==> src/rtl/loader_pkg.sv <==
// Shared types and defaults for the program loader.
// CK state exists only when LOADER_CHECKSUM_EN is defined.
package loader_pkg;

  localparam int INSTR_W   = 11;
  localparam int ADDR_W    = 3;
  localparam int WORDS_DEF = 8;

  localparam logic [7:0] HDR_MASK = 8'hF8;

  typedef enum logic [2:0] {
    IDLE,
    HI,
    LO,
    WR,
    RUN,
    ERR
`ifdef LOADER_CHECKSUM_EN
    ,
    CK
`endif
  } state_e;

endpackage

==> src/rtl/loader_csum.sv <==
// XOR accumulator over the accepted payload bytes.
// Used only when LOADER_CHECKSUM_EN is defined.
module loader_csum (
  input  logic       clk,
  input  logic       reset,
  input  logic       clr_i,
  input  logic       en_i,
  input  logic [7:0] data_i,
  output logic [7:0] acc_o
);

  logic [7:0] acc_q;

  always_ff @(posedge clk or negedge reset) begin
    if (!reset)     acc_q <= '0;
    else if (clr_i) acc_q <= '0;
    else if (en_i)  acc_q <= acc_q ^ data_i;
  end

  assign acc_o = acc_q;

endmodule

==> src/rtl/program_loader.sv <==
// Byte-stream program loader: two bytes per word into program RAM.
// Optional trailing XOR checksum under LOADER_CHECKSUM_EN.
module program_loader #(
  parameter int WORDS   = loader_pkg::WORDS_DEF,
  parameter int INSTR_W = loader_pkg::INSTR_W,
  parameter int ADDR_W  = loader_pkg::ADDR_W
) (
  input  logic               clk,
  input  logic               reset,
  input  logic               start,
  input  logic               in_valid,
  input  logic [7:0]         in_data,
  output logic               in_ready,
  output logic               ram_we,
  output logic [ADDR_W-1:0]  ram_addr,
  output logic [INSTR_W-1:0] ram_wdata,
  output logic               pc_enable,
  output logic               busy,
  output logic               err
);

  import loader_pkg::*;

  state_e state_q, state_d;

  logic [ADDR_W-1:0]  cnt_q, cnt_d;
  logic [2:0]         hi_q, hi_d;
  logic               rdy_q, rdy_d;
  logic               we_q, we_d;
  logic [ADDR_W-1:0]  addr_q, addr_d;
  logic [INSTR_W-1:0] wdata_q, wdata_d;
  logic               pce_q, pce_d;
  logic               busy_q, busy_d;
  logic               err_q, err_d;

  logic xfer;
  logic last;

  assign xfer = in_valid & rdy_q;
  assign last = (cnt_q == ADDR_W'(WORDS - 1));

`ifdef LOADER_CHECKSUM_EN
  logic [7:0] acc;
  logic       acc_en;

  assign acc_en = xfer & ~start &
                  ((state_q == HI) | (state_q == LO));

  loader_csum u_csum (
    .clk    (clk),
    .reset  (reset),
    .clr_i  (start),
    .en_i   (acc_en),
    .data_i (in_data),
    .acc_o  (acc)
  );
`endif

  always_ff @(posedge clk or negedge reset) begin
    if (!reset) begin
      state_q <= IDLE;
      cnt_q   <= '0;
      hi_q    <= '0;
    end else begin
      state_q <= state_d;
      cnt_q   <= cnt_d;
      hi_q    <= hi_d;
    end
  end

  // start wins over any byte offered in the same cycle
  always_comb begin
    state_d = state_q;
    cnt_d   = cnt_q;
    hi_d    = hi_q;
    if (start) begin
      state_d = HI;
      cnt_d   = '0;
      hi_d    = '0;
    end else begin
      unique case (state_q)
        HI: begin
          if (xfer) begin
            if ((in_data & HDR_MASK) != 8'h00) begin
              state_d = ERR;
            end else begin
              hi_d    = in_data[2:0];
              state_d = LO;
            end
          end
        end
        LO: begin
          if (xfer) state_d = WR;
        end
        WR: begin
          if (last) begin
`ifdef LOADER_CHECKSUM_EN
            state_d = CK;
`else
            state_d = RUN;
`endif
          end else begin
            cnt_d   = cnt_q + ADDR_W'(1);
            state_d = HI;
          end
        end
`ifdef LOADER_CHECKSUM_EN
        CK: begin
          if (xfer) state_d = (in_data == acc) ? RUN : ERR;
        end
`endif
        default: state_d = state_q;
      endcase
    end
  end

  // outputs are decoded from the next state and registered
  always_comb begin
    rdy_d   = 1'b0;
    we_d    = 1'b0;
    addr_d  = '0;
    wdata_d = '0;
    pce_d   = 1'b0;
    busy_d  = 1'b0;
    err_d   = 1'b0;
    unique case (state_d)
      HI, LO: begin
        rdy_d  = 1'b1;
        busy_d = 1'b1;
      end
      WR: begin
        we_d    = 1'b1;
        busy_d  = 1'b1;
        addr_d  = cnt_q;
        wdata_d = INSTR_W'({hi_q, in_data});
      end
`ifdef LOADER_CHECKSUM_EN
      CK: begin
        rdy_d  = 1'b1;
        busy_d = 1'b1;
      end
`endif
      RUN:     pce_d = 1'b1;
      ERR:     err_d = 1'b1;
      default: ;
    endcase
  end

  always_ff @(posedge clk or negedge reset) begin
    if (!reset) begin
      rdy_q   <= 1'b0;
      we_q    <= 1'b0;
      addr_q  <= '0;
      wdata_q <= '0;
      pce_q   <= 1'b0;
      busy_q  <= 1'b0;
      err_q   <= 1'b0;
    end else begin
      rdy_q   <= rdy_d;
      we_q    <= we_d;
      addr_q  <= addr_d;
      wdata_q <= wdata_d;
      pce_q   <= pce_d;
      busy_q  <= busy_d;
      err_q   <= err_d;
    end
  end

  assign in_ready  = rdy_q;
  assign ram_we    = we_q;
  assign ram_addr  = addr_q;
  assign ram_wdata = wdata_q;
  assign pc_enable = pce_q;
  assign busy      = busy_q;
  assign err       = err_q;

endmodule
==> config.mk <==
export PLATFORM = sky130hd
export DESIGN_NAME = program_loader
export DESIGN_NICKNAME = d
export VERILOG_FILES = /design/src/rtl/loader_pkg.sv /design/src/rtl/loader_csum.sv /design/src/rtl/program_loader.sv
export SDC_FILE = /design/constraint.sdc
export NUM_CORES = 1
export LEC_CHECK = 0
export CORE_MARGIN = 2
export CORE_UTILIZATION = 45
export DETAILED_ROUTE_END_ITERATION = 8
export MAX_ROUTING_LAYER = met4
export PLACE_DENSITY_LB_ADDON = 0.3
export SYNTH_ARGS = -nofsm -noshare
export SYNTH_HDL_FRONTEND = slang
export SYNTH_HIERARCHICAL = 1
export SYNTH_SLANG_ARGS = --single-unit
==> constraint.sdc <==
create_clock -name clk -period 2.39 [get_ports clk]
set_clock_uncertainty 0.05 [all_clocks]
set_input_delay 0.478 -clock clk [delete_from_list [all_inputs] [get_ports clk]]
set_output_delay 0.478 -clock clk [all_outputs]
set_load 0.005 [all_outputs]
==> flow_summary.json <==
{
  "die-area_um2": 3200,
  "max_freq_mhz": 435.8,
  "finalHoldViolations": 0,
  "start_util": 0.4630,
  "routed_wire_length_per_instance_um": 15.09,
  "peakVddDrop_mv": 0.4021,
  "outcome": "complete, no violations",
  "path_delay_family": "simple AND/OR/NAND/NOR gates",
  "critical_path.cell_chain": "clkdlybuf4s50_1 -> or3_1 -> or4b_1 -> a21o_4 -> nor4b_1",
  "die_width_um": 56.57,
  "post-route-min-period_ps": 2295,
  "diode_insertion_count_for_antenna_repair": 0,
  "grt.overflow.total": 0,
  "timing.hold.worst.class": "in -> async",
  "grt_max_degree": 29,
  "cp.buffers_inverters": 1,
  "cts.clk_slew.worst_paths_ps": 140,
  "cts_tree": "yes",
  "post-route-util": 0.6195,
  "critPathMaxFanout": 16,
  "ys_warn_count": 6,
  "num_vias": 853,
  "start_kind": "input port",
  "syn-cell-area_um2": 1244,
  "setup_viol": 0,
  "worst-endpoint-required_ps": 2560,
  "timing.reg2reg.worst_path_depth": 4,
  "ioPinCount": 31,
  "clock-sinks": 28,
  "gate_count_of_the_mapped_netlist": 90,
  "synthesis.nets": 104,
  "drv.max_cap_violation_count": 0,
  "crit_path_max_incr_delay_ps": 550,
  "crit_cells": 5,
  "ant_nets": 0,
  "whs_ps": 459.9,
  "cts_resized": 0,
  "antenna_violations_before_repair": 0,
  "placed_cells_incl_taps": 157,
  "netlist.top_cell.by_area": "dfrtp_1",
  "clk_latency_ps": 330,
  "drive_gt1_frac": 0.2481,
  "clock_tree.buffer_depth": 2,
  "dr.first_iter.drc_count": 9,
  "groute.usage.overall": 0.1793,
  "rsz_0062_raised_after_global_routing": "no",
  "cts.htree.levels": 1,
  "layout.nets": 145,
  "drt-pass1-iter-count": 4,
  "cp_slowest_cell": "or4b_1",
  "min_period_over_period": 0.9601,
  "cp_data_arrival_time_ps": 2460,
  "wl_um": 2415,
  "grt_first_pass_wirelength_um": 4160,
  "final_max_slew_viol_count": 0,
  "post-cts-setup-buffer-count": 0,
  "instances_no_fill": 160,
  "first_global_vias": 902,
  "area_fraction_of_the_dominant_cell_type_after_synthesis": 0.5634,
  "cts-buffers-inserted": 3,
  "clk_root_buffer_cell": "clkbuf_4",
  "average_vias_per_placed_instance": 5.331,
  "p_leak_nw": 0.7202,
  "slew_at_the_pin_closest_to_its_max_slew_limit_ps": 349.5,
  "syn_area_per_cell_um2": 13.82,
  "ys_types": 31,
  "timing_worst_setup_path_type": "in -> reg",
  "slew_limit_headroom": 0.7670,
  "finalWeightedCongestion": 0.8538,
  "fillerInstances": 220,
  "drc": 0,
  "hpwl_um": 1746,
  "place.port_buffers": 30,
  "end_kind": "flip-flop",
  "power.density_nw_per_um2": 535.4,
  "seq_area_frac_synth": 0.5634,
  "synth_area_leaders": "dfrtp_1 56%, nor4b_2 9.7%, nor4b_1 4.2%",
  "areaGrowthSynthToFinish_pct": 33.80,
  "dpl_cell_area_um2": 1635,
  "finish.instance_area_um2": 1664,
  "setup_total_negative_slack_ps": 0,
  "num_rows": 19,
  "floorplan.core_area_um2": 2686,
  "ys_seq_elements": 28,
  "ctsHoldBuffers": 0,
  "vert_die_dim_um": 56.57
}
report_power, final:
group	switching (mW)	total [mW]	internal (mW)
Sequential	0.0140	0.505	0.491
Combinational	0.0996	0.197	0.0977
Clock	0.130	0.189	0.0592
Total	0.243	0.891	0.648
cell families after synthesis:
kind of cell,Yosys count,synth area share
AOI/OAI and AO/OA,8,0.06237
xor gates and xnor gates,1,0.007044
adders and majority gates,2,0.02012
buffers and inverters,8,0.04325
DFF,28,0.5634
muxes,5,0.04024
and+or+nand+nor,38,0.2636
Yosys cell counts (all sizes together):
| cell | instances |
|---|---|
| or4b | 1 |
| nor3 | 1 |
| a31oi | 1 |
| a211oi | 1 |
| or2 | 1 |
| a21oi | 2 |
| buf | 4 |
| nor2 | 9 |
| inv | 3 |
| nor3b | 1 |
| clkbuf | 1 |
| xnor2 | 1 |
| nand2b | 2 |
| a22oi | 1 |
| and4 | 2 |
| or3 | 2 |
| ha | 2 |
| a21o | 1 |
| and2 | 1 |
| nor4b | 15 |
| nand2 | 3 |
| dfrtp | 28 |
| mux2i | 5 |
| o211ai | 2 |
metrics by stage:
step / setup WS [ps] / power [mW]
after CTS: 77.71 / 0.9040
final: 95.44 / 0.8909
after global placement: -173.2 / 0.7045
after floorplan: 174.5 / 0.6081
after global routing: 15.33 / 0.9336
after detailed placement: -274.4 / 0.7122
layout make-up:
cell class                      instances  area, um^2  share of cell area
Sequential cell                        28       700.7              0.4211
Multi-Input combinational cell         54       495.5              0.2977
Timing Repair Buffer                   41       395.4              0.2376
Tap cell                               31       38.79             0.02331
Clock buffer                            3       22.52             0.01353
Inverter                                3       11.26            0.006767
cells in the final DEF (no fill, tap or decap), types with 2 or more instances in the layout:
cell,instances
clkdlybuf4s50_1,30
buf_4,10
o211ai_1,2
nor4b_1,5
clkbuf_4,3
and4_2,2
nand2b_1,2
mux2i_1,5
nand2_1,3
ha_1,2
inv_1,3
nor2_1,9
dfrtp_1,28
nor4b_2,9
routing by layer:
layer / vias to the layer above / share of wire / GRT usage / wire [um]
met4: 0 / 0.027 / 0.1020 / 65
met5: - / 0 / - / 0
met1: 417 / 0.45 / 0.2378 / 1094
li1: 405 / - / - / -
met3: 4 / 0.043 / 0.02535 / 103
met2: 27 / 0.48 / 0.2641 / 1152
state kept, by name, indices dropped and copies added (netlist names):
name	cells
state_q	3
pc_enable	1
in_ready	1
ram_wdata	11
err	1
cnt_q	3
busy	1
ram_we	1
hi_q	3
ram_addr	3
final timing paths:
kind                                       from                endpoint  slack [ps]
setup / recovery                     in_data[4]  ram_wdata[2]$_DFF_PN0_         100
hold / removal                            reset    state_q[1]$_DFF_PN0_         460
setup reg to reg           state_q[1]$_DFF_PN0_  ram_wdata[2]$_DFF_PN0_         310
hold reg to reg             hi_q[1]$_DFFE_PN0P_     hi_q[1]$_DFFE_PN0P_         490
max in group asynchronous                 reset    state_q[0]$_DFF_PN0_        1570
min in group clk            hi_q[1]$_DFFE_PN0P_     hi_q[1]$_DFFE_PN0P_         490
Note: power is estimated with default switching activity, not from simulation.
